## config.mk

```make
export PLATFORM = sky130hd
export DESIGN_NAME = osd_trace_depacketization
export DESIGN_NICKNAME = d
export VERILOG_FILES = /design/src/rtl/osd_trace_depacketization.sv
export SDC_FILE = /design/constraint.sdc
export NUM_CORES = 1
export LEC_CHECK = 0
export ABC_CLOCK_PERIOD_IN_PS = 2500
export BUFFER_PORTS_ARGS = -buffer_cell sky130_fd_sc_hd__buf_2
export CORE_MARGIN = 5
export CORE_UTILIZATION = 40
export DETAILED_ROUTE_END_ITERATION = 6
export PLACE_DENSITY = 0.78
export SYNTH_ARGS = -nofsm -noshare
export SYNTH_HDL_FRONTEND = slang
export SYNTH_SLANG_ARGS = --single-unit
```

## constraint.sdc

```tcl
create_clock -name clk -period 2.5 [get_ports clk]
set_clock_uncertainty 0.05 [all_clocks]
set_input_delay 0.125 -clock clk [delete_from_list [all_inputs] [get_ports clk]]
set_output_delay 0.125 -clock clk [all_outputs]
set_load 0.005 [all_outputs]
```

## src/rtl/osd_trace_depacketization.sv

```systemverilog
// osd_trace_depacketization
//
// Receive side of the trace packetization path. It consumes DII event packets
// from a 16-bit flit stream and rebuilds each fixed-width trace event word.
// Overflow-notification packets are folded into a pending flag and a lost-event
// count. Both are attached to the next event that is delivered.
//
// Packet layout: DEST, SRC, FLAGS, then the payload.
//   FLAGS[15:14] = TYPE (2'b10 for event packets)
//   FLAGS[13:10] = TYPE_SUB (4'h0 trace event, 4'h5 overflow notification)
//   Trace event payload: NUM_WORDS flits, least-significant word first.
//   Overflow payload   : one flit holding the number of lost events.
//
// Ports:
//   clk, rst          clock, synchronous active-high reset
//   id                own address; packets with a different DEST are dropped
//   debug_in          incoming flit (valid, last, data)
//   debug_in_ready    flit accepted when debug_in.valid & debug_in_ready
//   trace_data        reassembled event word
//   trace_src         SRC field of the packet that carried the event
//   trace_overflow    events were lost just before this one
//   trace_lost        number of lost events (meaningful with trace_overflow)
//   trace_valid       event available
//   trace_ready       consumer accepts the event
//   drop_count        saturating count of malformed or misaddressed packets

package osd_dii_pkg;
    typedef struct packed {
        logic        valid;
        logic        last;
        logic [15:0] data;
    } dii_flit;
endpackage

module osd_trace_depacketization
    import osd_dii_pkg::*;
#(
    parameter int WIDTH = 112
) (
    input  logic             clk,
    input  logic             rst,
    input  logic [15:0]      id,
    input  dii_flit          debug_in,
    output logic             debug_in_ready,
    output logic [WIDTH-1:0] trace_data,
    output logic [15:0]      trace_src,
    output logic             trace_overflow,
    output logic [15:0]      trace_lost,
    output logic             trace_valid,
    input  logic             trace_ready,
    output logic [15:0]      drop_count
);

    localparam int NUM_WORDS = (WIDTH + 15) / 16;
    localparam int CNT_W     = (NUM_WORDS > 1) ? $clog2(NUM_WORDS) : 1;
    localparam logic [CNT_W-1:0] LAST_CNT = CNT_W'(NUM_WORDS - 1);

    localparam logic [1:0] TYPE_EVENT    = 2'b10;
    localparam logic [3:0] SUB_TRACE     = 4'h0;
    localparam logic [3:0] SUB_OVERFLOW  = 4'h5;

    typedef enum logic [2:0] {
        ST_DEST,
        ST_SRC,
        ST_FLAGS,
        ST_PAYLOAD,
        ST_OVFL,
        ST_DROP,
        ST_OUT
    } state_t;

    state_t state_q;
    state_t next_state;

    logic [15:0]              src_q;
    logic [CNT_W-1:0]         cnt_q;
    logic [NUM_WORDS*16-1:0]  words_q;
    logic                     pending_ovf_q;
    logic [15:0]              pending_lost_q;
    logic [15:0]              drop_count_q;

    logic        accept;
    logic        src_load;
    logic        cnt_clear;
    logic        word_load;
    logic        ovf_load;
    logic        pending_clear;
    logic        drop_inc;
    logic [16:0] lost_sum;

    assign accept = debug_in.valid & debug_in_ready;

    // Lost-count accumulation is done one bit wider so that saturation can be
    // detected from the carry instead of wrapping.
    assign lost_sum = {1'b0, pending_lost_q} + {1'b0, debug_in.data};

    // State register of the packet parser.
    always_ff @(posedge clk) begin
        if (rst) begin
            state_q <= ST_DEST;
        end else begin
            state_q <= next_state;
        end
    end

    // Next-state and control decode. Every state advances only on an accepted
    // flit, except OUT, which waits for the consumer. A last flit that arrives
    // before the header is complete counts as a truncated packet, and the
    // parser goes back to DEST. Each drop_count increment is raised exactly
    // once per bad packet. For packets that still have flits to discard, the
    // increment happens on the transition into DROP.
    always_comb begin
        next_state     = state_q;
        debug_in_ready = 1'b1;
        trace_valid    = 1'b0;
        src_load       = 1'b0;
        cnt_clear      = 1'b0;
        word_load      = 1'b0;
        ovf_load       = 1'b0;
        pending_clear  = 1'b0;
        drop_inc       = 1'b0;

        case (state_q)
            ST_DEST: begin
                if (accept) begin
                    if (debug_in.last) begin
                        drop_inc = 1'b1;
                    end else if (debug_in.data != id) begin
                        drop_inc   = 1'b1;
                        next_state = ST_DROP;
                    end else begin
                        next_state = ST_SRC;
                    end
                end
            end
            ST_SRC: begin
                if (accept) begin
                    if (debug_in.last) begin
                        drop_inc   = 1'b1;
                        next_state = ST_DEST;
                    end else begin
                        src_load   = 1'b1;
                        next_state = ST_FLAGS;
                    end
                end
            end
            ST_FLAGS: begin
                if (accept) begin
                    if (debug_in.last) begin
                        drop_inc   = 1'b1;
                        next_state = ST_DEST;
                    end else if (debug_in.data[15:14] == TYPE_EVENT &&
                                 debug_in.data[13:10] == SUB_TRACE) begin
                        cnt_clear  = 1'b1;
                        next_state = ST_PAYLOAD;
                    end else if (debug_in.data[15:14] == TYPE_EVENT &&
                                 debug_in.data[13:10] == SUB_OVERFLOW) begin
                        next_state = ST_OVFL;
                    end else begin
                        drop_inc   = 1'b1;
                        next_state = ST_DROP;
                    end
                end
            end
            ST_PAYLOAD: begin
                if (accept) begin
                    word_load = 1'b1;
                    if (cnt_q == LAST_CNT) begin
                        if (debug_in.last) begin
                            next_state = ST_OUT;
                        end else begin
                            drop_inc   = 1'b1;
                            next_state = ST_DROP;
                        end
                    end else if (debug_in.last) begin
                        drop_inc   = 1'b1;
                        next_state = ST_DEST;
                    end
                end
            end
            ST_OVFL: begin
                if (accept) begin
                    ovf_load = 1'b1;
                    if (debug_in.last) begin
                        next_state = ST_DEST;
                    end else begin
                        drop_inc   = 1'b1;
                        next_state = ST_DROP;
                    end
                end
            end
            ST_DROP: begin
                if (accept && debug_in.last) begin
                    next_state = ST_DEST;
                end
            end
            ST_OUT: begin
                debug_in_ready = 1'b0;
                trace_valid    = 1'b1;
                if (trace_ready) begin
                    pending_clear = 1'b1;
                    next_state    = ST_DEST;
                end
            end
            default: begin
                next_state = ST_DEST;
            end
        endcase
    end

    // Datapath registers. No flit is accepted in OUT, so the payload words,
    // the source and the pending overflow state stay frozen while an event is
    // held. This keeps the outputs stable until the event is accepted.
    always_ff @(posedge clk) begin
        if (rst) begin
            src_q          <= '0;
            cnt_q          <= '0;
            words_q        <= '0;
            pending_ovf_q  <= 1'b0;
            pending_lost_q <= '0;
            drop_count_q   <= '0;
        end else begin
            if (src_load) begin
                src_q <= debug_in.data;
            end

            if (cnt_clear) begin
                cnt_q <= '0;
            end else if (word_load) begin
                cnt_q <= cnt_q + CNT_W'(1);
            end

            if (word_load) begin
                for (int i = 0; i < NUM_WORDS; i++) begin
                    if (cnt_q == CNT_W'(i)) begin
                        words_q[i*16 +: 16] <= debug_in.data;
                    end
                end
            end

            if (pending_clear) begin
                pending_ovf_q  <= 1'b0;
                pending_lost_q <= '0;
            end else if (ovf_load) begin
                pending_ovf_q  <= 1'b1;
                pending_lost_q <= lost_sum[16] ? 16'hFFFF : lost_sum[15:0];
            end

            if (drop_inc && drop_count_q != 16'hFFFF) begin
                drop_count_q <= drop_count_q + 16'd1;
            end
        end
    end

    // Bits of the last payload word above WIDTH are discarded here.
    assign trace_data     = words_q[WIDTH-1:0];
    assign trace_src      = src_q;
    assign trace_overflow = pending_ovf_q;
    assign trace_lost     = pending_lost_q;
    assign drop_count     = drop_count_q;

endmodule

```

## Word-level counts from Yosys, hierarchy flattened

Index checks and enable logic that the tools add are counted.

- Word-level logic and storage cells: 104
- Output and inout port bits: 163
- Input bits: 37
- Flip-flop bits (word level): 167

- Bitwise logic cells: 1
- Eq/ne operators: 25
- Multiplexer cells: 45
- Add/subtract/negate cells: 3
- Reductions and logical operators: 17

Operators with widths:

| cell | number |
|---|---|
| $mux W3 | 14 |
| $mux W1 | 26 |
| $pmux W3 S7 | 1 |
| $eq A3 B3 Y1 const B | 6 |
| $add A16 B16 Y17 | 1 |
| $add A16 B1 Y16 const B | 1 |
| $mux W16 | 1 |
| $ne A16 B16 Y1 | 1 |
| $ne A16 B16 Y1 const B | 1 |
| $ne A2 B2 Y1 const B | 8 |
| $reduce_and A2 Y1 | 7 |
| $eq A3 B2 Y1 const B | 4 |
| $reduce_and A9 Y1 | 1 |
| $eq A3 B1 Y1 const B | 2 |
| $logic_not A3 Y1 | 2 |
| $pmux W1 S5 | 1 |
| $eq A4 B3 Y1 const B | 1 |
| $logic_and A1 B1 Y1 | 4 |
| $logic_not A4 Y1 | 1 |
| $mux W2 | 2 |
| $reduce_or A2 Y1 | 2 |
| $add A3 B1 Y3 const B | 1 |
| $ne A3 B3 Y1 const B | 1 |
| $eq A2 B2 Y1 const B | 1 |
| $and A1 B1 Y1 | 1 |

## Depth between registers and ports, before layout

Gate-level depths: netlist of run 1.

- Depth in word-level cells: 8
- Depth in mapped cells: 12
- Gate-level depth less buffers: 11

## Least setup slack after synthesis of run 1

OpenSTA, ideal clock, no wires.

- Path type: register -> register
- Start point: reg pending_lost_q[0], in the netlist trace_lost[0]
- End point: reg pending_lost_q[10], in the netlist trace_lost[10]
- Path slack: -107 ps
- Library setup time: 122 ps
- Arrival: 2436 ps
- Required time: 2328 ps
- Cell stages (with the launch flop): 11
- Buffers on the path: 1
- Period minus slack after synthesis: 2607 ps
- Cell sequence: dfxtp_1 -> ha_1 -> fa_1 -> a211oi_1 -> o21bai_1 -> o21ai_0 -> o21ai_0 -> a31oi_1 -> o21a_1 -> buf_2 -> a21oi_1

- Longest elaborated chain between the ends: 2

Ends and longest elaborated chain:

| what | RTL line | RTL |
|---|---|---|
| start: declaration | 79 | `logic [15:0] pending_lost_q;` |
| start signal: assignment | 246 | `pending_lost_q <= lost_sum[16] ? 16'hFFFF : lost_sum[15:0];` |
| $add A16 B16 Y17 | 95 | `assign lost_sum = {1'b0, pending_lost_q} + {1'b0, debug_in.data};` |
| $mux W16 | 246 |  |

Every way passes these cells.
A chain may end at the register's enable or synchronous reset.

## Worst setup path in the final report of run 1

- Start point: reg pending_lost_q[3], in the netlist trace_lost[3]
- End point: reg pending_lost_q[15], in the netlist trace_lost[15]

Same word-level chain as after synthesis.

==> results.cfg, run 1 <==
[grt]
antenna_found_initial = 2
met1_usage_pct = 28.4
grt_pass1_vias = 6391
grt_pass1_wl_mm = 35.0
grt_remaining_overflow = 0
grt_max_degree = 77
grtUsageMet3_pct = 4.57
grt_use_met2_pct = 35.5
grt.total_usage_pct = 21.7
grt-busiest-layer = met2

[synthesis]
syn_area_per_cell_um2 = 7.96
synthFlopType = dfxtp_1
ys_types = 54
synth_fp_nets = 975
syn_inst = 912
ys_ff_latch = 167
netlist_area_um2 = 7260
synth_warnings = 0
synth_edf_count = 0
synthArstFlopShare_pct = 0
synth_seq_area_share_pct = 46.1

[route]
drc = 0
drt_iter0_drc = 367
vias_per_cell = 5.19
wl_per_cell_um = 17.1
drtPass1Iterations = 5
ant_nets = 0
totalWireLength_mm = 23.0
via_count = 6978

[power_and_ir_drop]
powerDensity_nw_per_um2 = 661
leakagePower_nw = 4.05
irDropWorstVdd_mv = 0.461

[worst_setup_path]
r2r-end = trace_lost[15]
r2r_cells = 8
start_kind = flop
ff2ff_setup_slack_ps = 130
arrival_ps = 2620
critical_path.endpoint = trace_lost[15]
worstSetupStartpoint = trace_lost[3]
worstPathRequired_ps = 2750
cp_max_fo = 5
r2r-start = trace_lost[3]
crit_type = flop to flop
crit_path_end_kind = flop

[clocking]
clk_latency_ps = 420
cts_tree = yes
root_buffer = clkbuf_16
cts_buffers = 17
clkTransAtPathRegs_ps = 60
clockBufferDepth = 2
cts.htree.levels = 4
clock-sinks = 167

[final_layout]
area_growth_pct = 27.2
fin_nets = 1167
fin_util_pct = 51.6
drive_above_1_share_pct = 25.6
antenna_cells = 0

[floorplanning]
io_pins = 200
die_x_um = 145
rows = 49
start_util_pct = 40.6
die_area_um2 = 20900
core-area_um2 = 17900
die_y_um = 145

[sta]
whs_ps = 21.2
final.setup.tns_ps = 0
period_share_pct = 94.8
fmax_mhz = 422
tightestPinTransition_ps = 598
maxSlewHeadroom_pct = 60.1
final_hold_viol_count = 0
final_max_slew_viol_count = 0
min_period_ps = 2370
finalSetupViolations = 0

[job]
drv_cap = 0

[worst_hold_path]
hold_path.class = input pin to flop
holdPathStages = 3

[run_status]
status = completed

[placement]
routabilityCongestion = 0.881
dp_hpwl_mm = 16.3
port_buffers = 199
-- cells in the mapped netlist (2+ instances only) --
| library cell | instances | area [µm²] |
|---|---|---|
| dfxtp_1 | 167 | 3340 |
| o21bai_1 | 2 | 15.0 |
| a31oi_1 | 4 | 25.0 |
| nand2_1 | 283 | 1060 |
| inv_1 | 12 | 45.0 |
| nor2b_1 | 6 | 37.5 |
| a22o_1 | 2 | 17.5 |
| a21o_1 | 6 | 45.0 |
| mux2i_1 | 2 | 20.0 |
| o21ai_0 | 27 | 135 |
| and3_1 | 9 | 56.3 |
| nand4_1 | 7 | 43.8 |
| nor3_1 | 3 | 15.0 |
| o21a_1 | 3 | 22.5 |
| nor4_1 | 5 | 31.3 |
| ha_1 | 25 | 313 |
| a211o_1 | 2 | 17.5 |
| buf_2 | 22 | 110 |
| a22oi_1 | 3 | 22.5 |
| xnor2_1 | 9 | 78.8 |
| buf_6 | 3 | 33.8 |
| and2_1 | 5 | 31.3 |
| or3_1 | 2 | 12.5 |
| a21oi_1 | 160 | 801 |
| and4_1 | 2 | 17.5 |
| xor2_1 | 36 | 315 |
| nand3_2 | 3 | 30.0 |
| nor2_1 | 27 | 101 |
| clkbuf_1 | 43 | 161 |
| nand3_1 | 8 | 40.0 |
-- routing by layer --
layer  share of wire, %  vias up
met1                 43     3245
met3                6.9       42
met2                 48      259
met5               0.11        -
met4                2.4        4
li1                   -     3428
-- worst max-delay path, cell delays in order (launching register included) --
cell,delay [ps]
dfxtp_1,330
ha_1,350
a21o_1,210
a21oi_1,190
a21oi_1,130
o41ai_2,330
o21ai_0,160
a2111oi_1,430
nor3_1,90
-- state kept, by name (all words and copies together), names as in the netlist --
register and flops:
trace_data 112, state_q 3, cnt_q 3, drop_count 16, trace_src 16, trace_overflow 1, trace_lost 16
-- cells by family after synthesis --
logic type	synth area share [%]
adder cells (fa/ha/maj)	4.58
XOR/XNOR	5.43
multiplexers	0.276
AO/OA/AOI/OAI	16.9
AND/OR/NAND/NOR	22.0
flip-flops	46.1
buffers and inverters	4.83
-- worst min-delay path by stage --
stage / startpoint / to / slack [ps]
2_1_floorplan: rst / cnt_q[2] / 270
3_3_place_gp: trace_data[56] / trace_data[56] / 390
3_5_place_dp: trace_data[67] / trace_data[67] / 390
4_1_cts: debug_in[1] / trace_data[81] / 7
5_1_grt: debug_in[14] / trace_src[14] / 10
6_report: debug_in[1] / trace_data[65] / 20
-- through the flow --
step / setup slack (ps) / instances / total power, mW / area [µm²]
floorplan: 23.6 / 912 / 3.13 / 7260
global placement: 87.4 / 1311 / 3.33 / 8550
detailed placement: 32.2 / 1311 / 3.35 / 8550
CTS: 6.14 / 1344 / 6.13 / 9200
global route: -3.29 / 1345 / 6.32 / 9240
finish: 129 / 1345 / 6.10 / 9240
-- cell usage in the layout, fill, tap and decap left out, types with 8 or more instances in the layout --
master     Yosys  layout
nand2_1      283     283
buf_2         22     198
dfxtp_1      167     167
a21oi_1      160     160
buf_4          0      39
xor2_1        36      36
nor2_1        27      27
o21ai_0       27      25
ha_1          25      24
clkbuf_16      0      17
inv_1         12      11
and3_1         9       9
xnor2_1        9       9
nand3_1        8       8
-- power by group --
group          internal, mW  total (mW)  switching, mW
combinational         0.220       0.565          0.344
sequential             2.70        2.74         0.0442
clock                  1.72        2.80           1.07
-- cell type report --
type | count | area (µm²)
fill | 1707 | 8670
multi-input combinational | 665 | 3590
sequential | 167 | 3340
timing repair buffer | 241 | 1340
clock buffer | 20 | 457
tap | 229 | 287
clock inverter | 11 | 174
inverter | 12 | 45.0
-- what timing repair did --
item                                    in CTS  in global routing
gates resized for setup                      0                 10
hold endpoints to repair                     4                  0
setup buffers                                0                  1
hold buffers                                 2                  0
endpoints found under the setup margin       0                 27
Note: power is estimated with default switching activity, not from simulation.
==> run 2, diff against run 1 <==
CORE_UTILIZATION = 47   (was 40)
PLACE_DENSITY = 0.88   (was 0.78)
TNS_END_PERCENT = 10   (was not set)
==> run 2 against run 1 <==
  * Final area fell by 1.5%
  * Final cell count shrank 2.8%
  * Clock power down 14%
  * Worst hold slack worse by 6.4 ps
  * Sequential power barely moved
  * Fmax fell by 1.1%
  * Via count up 1.4%
  * Non-clock buffer count up 2
  * Clock-buffer cell count rose by 1
==> results.cfg, run 2 (synthesis results as in run 1) <==
[run_status]
status = completed

[power_and_ir_drop]
leakagePower_nw = 4.00
seqPwrFrac_pct = 47.8
power.internal_mw = 4.24
power_frac_comb_pct = 9.9
powerDensity_nw_per_um2 = 628
p_clk_share_pct = 42.3
power.switching_mw = 1.48
p_sw_share_pct = 25.8
irDropWorstVdd_mv = 0.498

[route]
m1WireLength_mm = 9.25
top_layer_used = met5
wl_per_cell_um = 17.0
ant_nets = 0
vias_per_cell = 5.42
wl_met3_mm = 1.48
via_count = 7079
drt_iter0_drc = 543
wl_met2_mm = 10.6
drtPass1Iterations = 5
totalWireLength_mm = 22.2
drc = 0

[worst_setup_path]
crit_path_end_kind = flop
arrival_ps = 2640
path_delay_family = compound AO/OA/AOI/OAI gates
worstPathRequired_ps = 2740
worstPathCellList = ha_1 > a21o_1 > a21oi_1 > a21oi_1 > o41ai_2 > o21ai_0 > a2111oi_1 > nor3_1
slowest_delay_ps = 450
cp_slowest_cell = a2111oi_1
cp_max_fo = 5
crit_type = flop to flop
start_kind = flop
critPathBufInv = 0
timing.critical_path.mode_cell = a21oi_1

[final_layout]
largest_register_ffs = 112
final_cell_mix = nand2_1, buf_2, dfxtp_1
area_growth_pct = 25.4
stdcell_area_um2 = 9100
antenna_cells = 0
drive_above_1_share_pct = 25.7
final_common_cell = nand2_1
finalNonFillerCells = 1307
fin_nets = 1169

[job]
drv_cap = 0

[sta]
final_hold_viol_count = 0
final_max_slew_viol_count = 0
period_share_pct = 95.9
fmax_mhz = 417
tightestPinTransition_ps = 607
rsz0062_at_grt = true
maxSlewHeadroom_pct = 59.4
min_period_ps = 2400
worst_slack_ps = 102
finalSetupViolations = 0

[floorplanning]
rows = 45
core-area_um2 = 15200
die_area_um2 = 18000
start_util_pct = 47.8
die_x_um = 134
io_pins = 200
die_y_um = 134

[placement]
dp_hpwl_mm = 15.7
dp_slack_ps = -18.5
routabilityCongestion = 0.901
placedCellCount = 1273
placed_area_um2 = 8520
port_buffers = 199

[clocking]
clock-sinks = 167
cts_buffers = 17
clk_latency_ps = 420
cts.htree.levels = 4
clockBufferDepth = 2
cts_tree = yes
clkTransAtPathRegs_ps = 70
root_buffer = clkbuf_16

[grt]
grt_pass1_vias = 6509
grt_remaining_overflow = 0
grt_max_degree = 108
antenna_found_initial = 1
grt.total_usage_pct = 23.9
grt_pass1_wl_mm = 34.0

[worst_hold_path]
hold_path.class = input pin to flop
[run 2: changes by cell type in the layout (fill, tap and decap cells not counted), sizes merged]
cell         previous run  this run
clkinvlp                0         3
bufinv                  4         0
clkinv                  7         3
inv                    12        17
dlygate4sd3             2         0
clkbuf                 20        21
buf                   239       243
[run 2: worst min-delay path, cell delays in order]
cell and delay, ps:
buf_2 170, nand2_1 80, a21oi_1 50
[run 2: final timing paths]
| path | cells past startpoint | end | start | slack [ps] |
|---|---|---|---|---|
| worst max-delay path | 8 | trace_lost[15] | trace_lost[3] | 100 |
| worst min-delay path | 3 | trace_data[85] | debug_in[5] | 10 |
| worst max register to register | 8 | trace_lost[15] | trace_lost[3] | 100 |
| worst min register to register | 2 | trace_data[38] | trace_data[38] | 400 |
[run 2: layout make-up]
class	instances	area, µm²
inverters	12	45.0
flip-flops and latches	167	3340
clock buffers	21	450
clock inverters	11	91.3
repair buffers	243	1340
multi-input cells	665	3590
fillers	1340	6100
well taps	188	235
[run 2: metal layers]
metal  up-vias  GRT usage (%)
met2       310           38.8
met1      3297           31.1
met3        57           4.73
met5         -              0
li1       3413              -
met4         2           9.90
[run 2: stage by stage]
step	power [mW]	util, %	TNS (ps)	hold slack, ps
after floorplan	3.13	-	0	269
after global placement	3.32	56.1	0	388
after detailed placement	3.34	56.1	-18.5	393
after CTS	5.74	59.8	0	5.83
after global routing	5.92	59.9	-12.8	12.4
final	5.71	59.9	0	14.8
[run 2: what timing repair did]
item,CTS,global route
endpoints found under the setup margin,1,20
hold buffers,0,0
pin swaps,1,1
gates resized for setup,1,6
gates cloned,0,0
setup buffers,2,0
[run 2: power by group through the flow]
| stage | Clock (mW) | Combinational [mW] | Sequential [mW] |
|---|---|---|---|
| finish | 2.42 | 0.565 | 2.73 |
| floorplan | 0 | 0.345 | 2.79 |
| detailed placement | 0 | 0.548 | 2.79 |
| global placement | 0 | 0.534 | 2.79 |
| global route | 2.57 | 0.615 | 2.74 |
| CTS | 2.46 | 0.556 | 2.73 |
==> run 3, diff against run 2 <==
CELL_PAD_IN_SITES_DETAIL_PLACEMENT = 0   (was not set)
CELL_PAD_IN_SITES_GLOBAL_PLACEMENT = 1   (was not set)
CORE_UTILIZATION = 34   (was 47)
==> run 3 against run 2 <==
  * Global-route usage down 4.8 points
  * First-iteration DRC count is 18% lower
  * Critical path depth rose by 2
  * Via count shrank 3.8%
  * Worst hold slack gained 9.3 ps
  * Setup slack improved by 99 ps
==> results.cfg, run 3 (synthesis results as in run 1) <==
[grt]
grt_remaining_overflow = 0
antenna_found_initial = 0
grt_pass1_vias = 6343
grt_max_degree = 82
grt_pass1_wl_mm = 36.4
grt.total_usage_pct = 19.1

[sta]
fmax_mhz = 435
finalSetupViolations = 0
tightestPinTransition_ps = 600
rsz0062_at_grt = true
worst_slack_ps = 201
whs_ps = 24.1
period_share_pct = 92.0
min_period_ps = 2300
final_hold_viol_count = 0
final_max_slew_viol_count = 0
maxSlewHeadroom_pct = 60.0

[worst_setup_path]
start_kind = flop
worstSetupStartpoint = trace_lost[0]
r2r-start = trace_lost[0]
crit_type = flop to flop
worstPathRequired_ps = 2760
cp_max_fo = 8
crit_path_end_kind = flop
arrival_ps = 2560

[power_and_ir_drop]
leakagePower_nw = 4.02
powerDensity_nw_per_um2 = 646
p_clk_share_pct = 44.9
totalPowerFinal_mw = 6.02
power.internal_mw = 4.36
seqPwrFrac_pct = 45.4
power_frac_comb_pct = 9.6
p_sw_share_pct = 27.5
irDropWorstVdd_mv = 0.450
power.switching_mw = 1.65

[clocking]
clk_latency_ps = 420
clockBufferDepth = 2
clkTransAtPathRegs_ps = 70
cts_tree = yes
cts.htree.levels = 4
root_buffer = clkbuf_16
clock-sinks = 167
cts_buffers = 17

[worst_hold_path]
hold_path.class = input pin to flop
holdCritStartpoint = debug_in[4]

[route]
drc = 0
drt_iter0_drc = 446
m1WireLength_mm = 10.6
wl_per_cell_um = 17.0
drtPass1Iterations = 5
top_layer_used = met4
vias_per_cell = 4.88
wl_met3_mm = 1.65
ant_nets = 0
via_count = 6813
wl_met2_mm = 11.1
totalWireLength_mm = 23.7

[final_layout]
final_common_cell = nand2_1
area_growth_pct = 28.3
drive_above_1_share_pct = 26.4
final_cell_mix = nand2_1, buf_2, dfxtp_1
fin_nets = 1169
finalNonFillerCells = 1395
fin_util_pct = 44.3
largest_register_ffs = 112

[placement]
routabilityCongestion = 0.832
port_buffers = 199
dp_hpwl_mm = 16.6
placedCellCount = 1357
dp_slack_ps = 5.60

[floorplanning]
die_y_um = 156
die_x_um = 156
core-area_um2 = 21000
start_util_pct = 34.5
die_area_um2 = 24400
io_pins = 200
rows = 53

[job]
drv_cap = 0

[run_status]
status = completed
[run 3: cell type report]
class | count | area [µm²]
Inverter | 12 | 45.0
Sequential cell | 167 | 3340
Clock inverter | 15 | 188
Tap cell | 275 | 344
Fill cell | 2128 | 11700
Timing Repair Buffer | 243 | 1360
Multi-Input combinational cell | 665 | 3610
Antenna cell | 1 | 2.50
Clock buffer | 17 | 425
[run 3: timing repair]
item                       CTS  global route
hold buffers                 2             0
hold endpoints to repair     2             0
pin swaps                    1             2
setup endpoints to repair   13            65
setup buffers                1             2
gates resized for setup      0            13
[run 3: through the flow]
| step | area [µm²] | setup TNS, ps |
|---|---|---|
| 3_5_place_dp | 8610 | 0 |
| 3_3_place_gp | 8610 | 0 |
| 5_1_grt | 9310 | -36.6 |
| 2_1_floorplan | 7260 | 0 |
| 6_report | 9310 | 0 |
| 4_1_cts | 9250 | 0 |
[run 3: worst max-delay path, cell delays in order (launching register included)]
cell and delay, ps:
dfxtp_1 330, ha_1 210, fa_2 360, a211oi_2 220
o21bai_1 130, o21ai_2 150, o21ai_0 120, a31oi_1 240
o21a_1 160, buf_4 160, a21oi_1 80
[run 3: worst paths after layout]
path                    end  slack [ps]  cells past startpoint
max          trace_lost[10]         200                     10
min            trace_src[4]          20                      3
max reg2reg  trace_lost[10]         200                     10
min reg2reg  trace_data[64]         400                      2
[run 3: power groups by stage]
stage / sequential (mW) / combinational [mW] / clock [mW]
floorplan: 2.79 / 0.345 / 0
global placement: 2.79 / 0.554 / 0
detailed placement: 2.79 / 0.559 / 0
CTS: 2.73 / 0.566 / 2.76
global route: 2.74 / 0.637 / 2.89
finish: 2.73 / 0.579 / 2.70
[run 3: metal layers]
metal / track usage, % / up-vias
li1: - / 3422
met1: 26.0 / 3153
met2: 31.0 / 218
met3: 4.49 / 20
met4: 4.26 / 0
met5: 0 / -
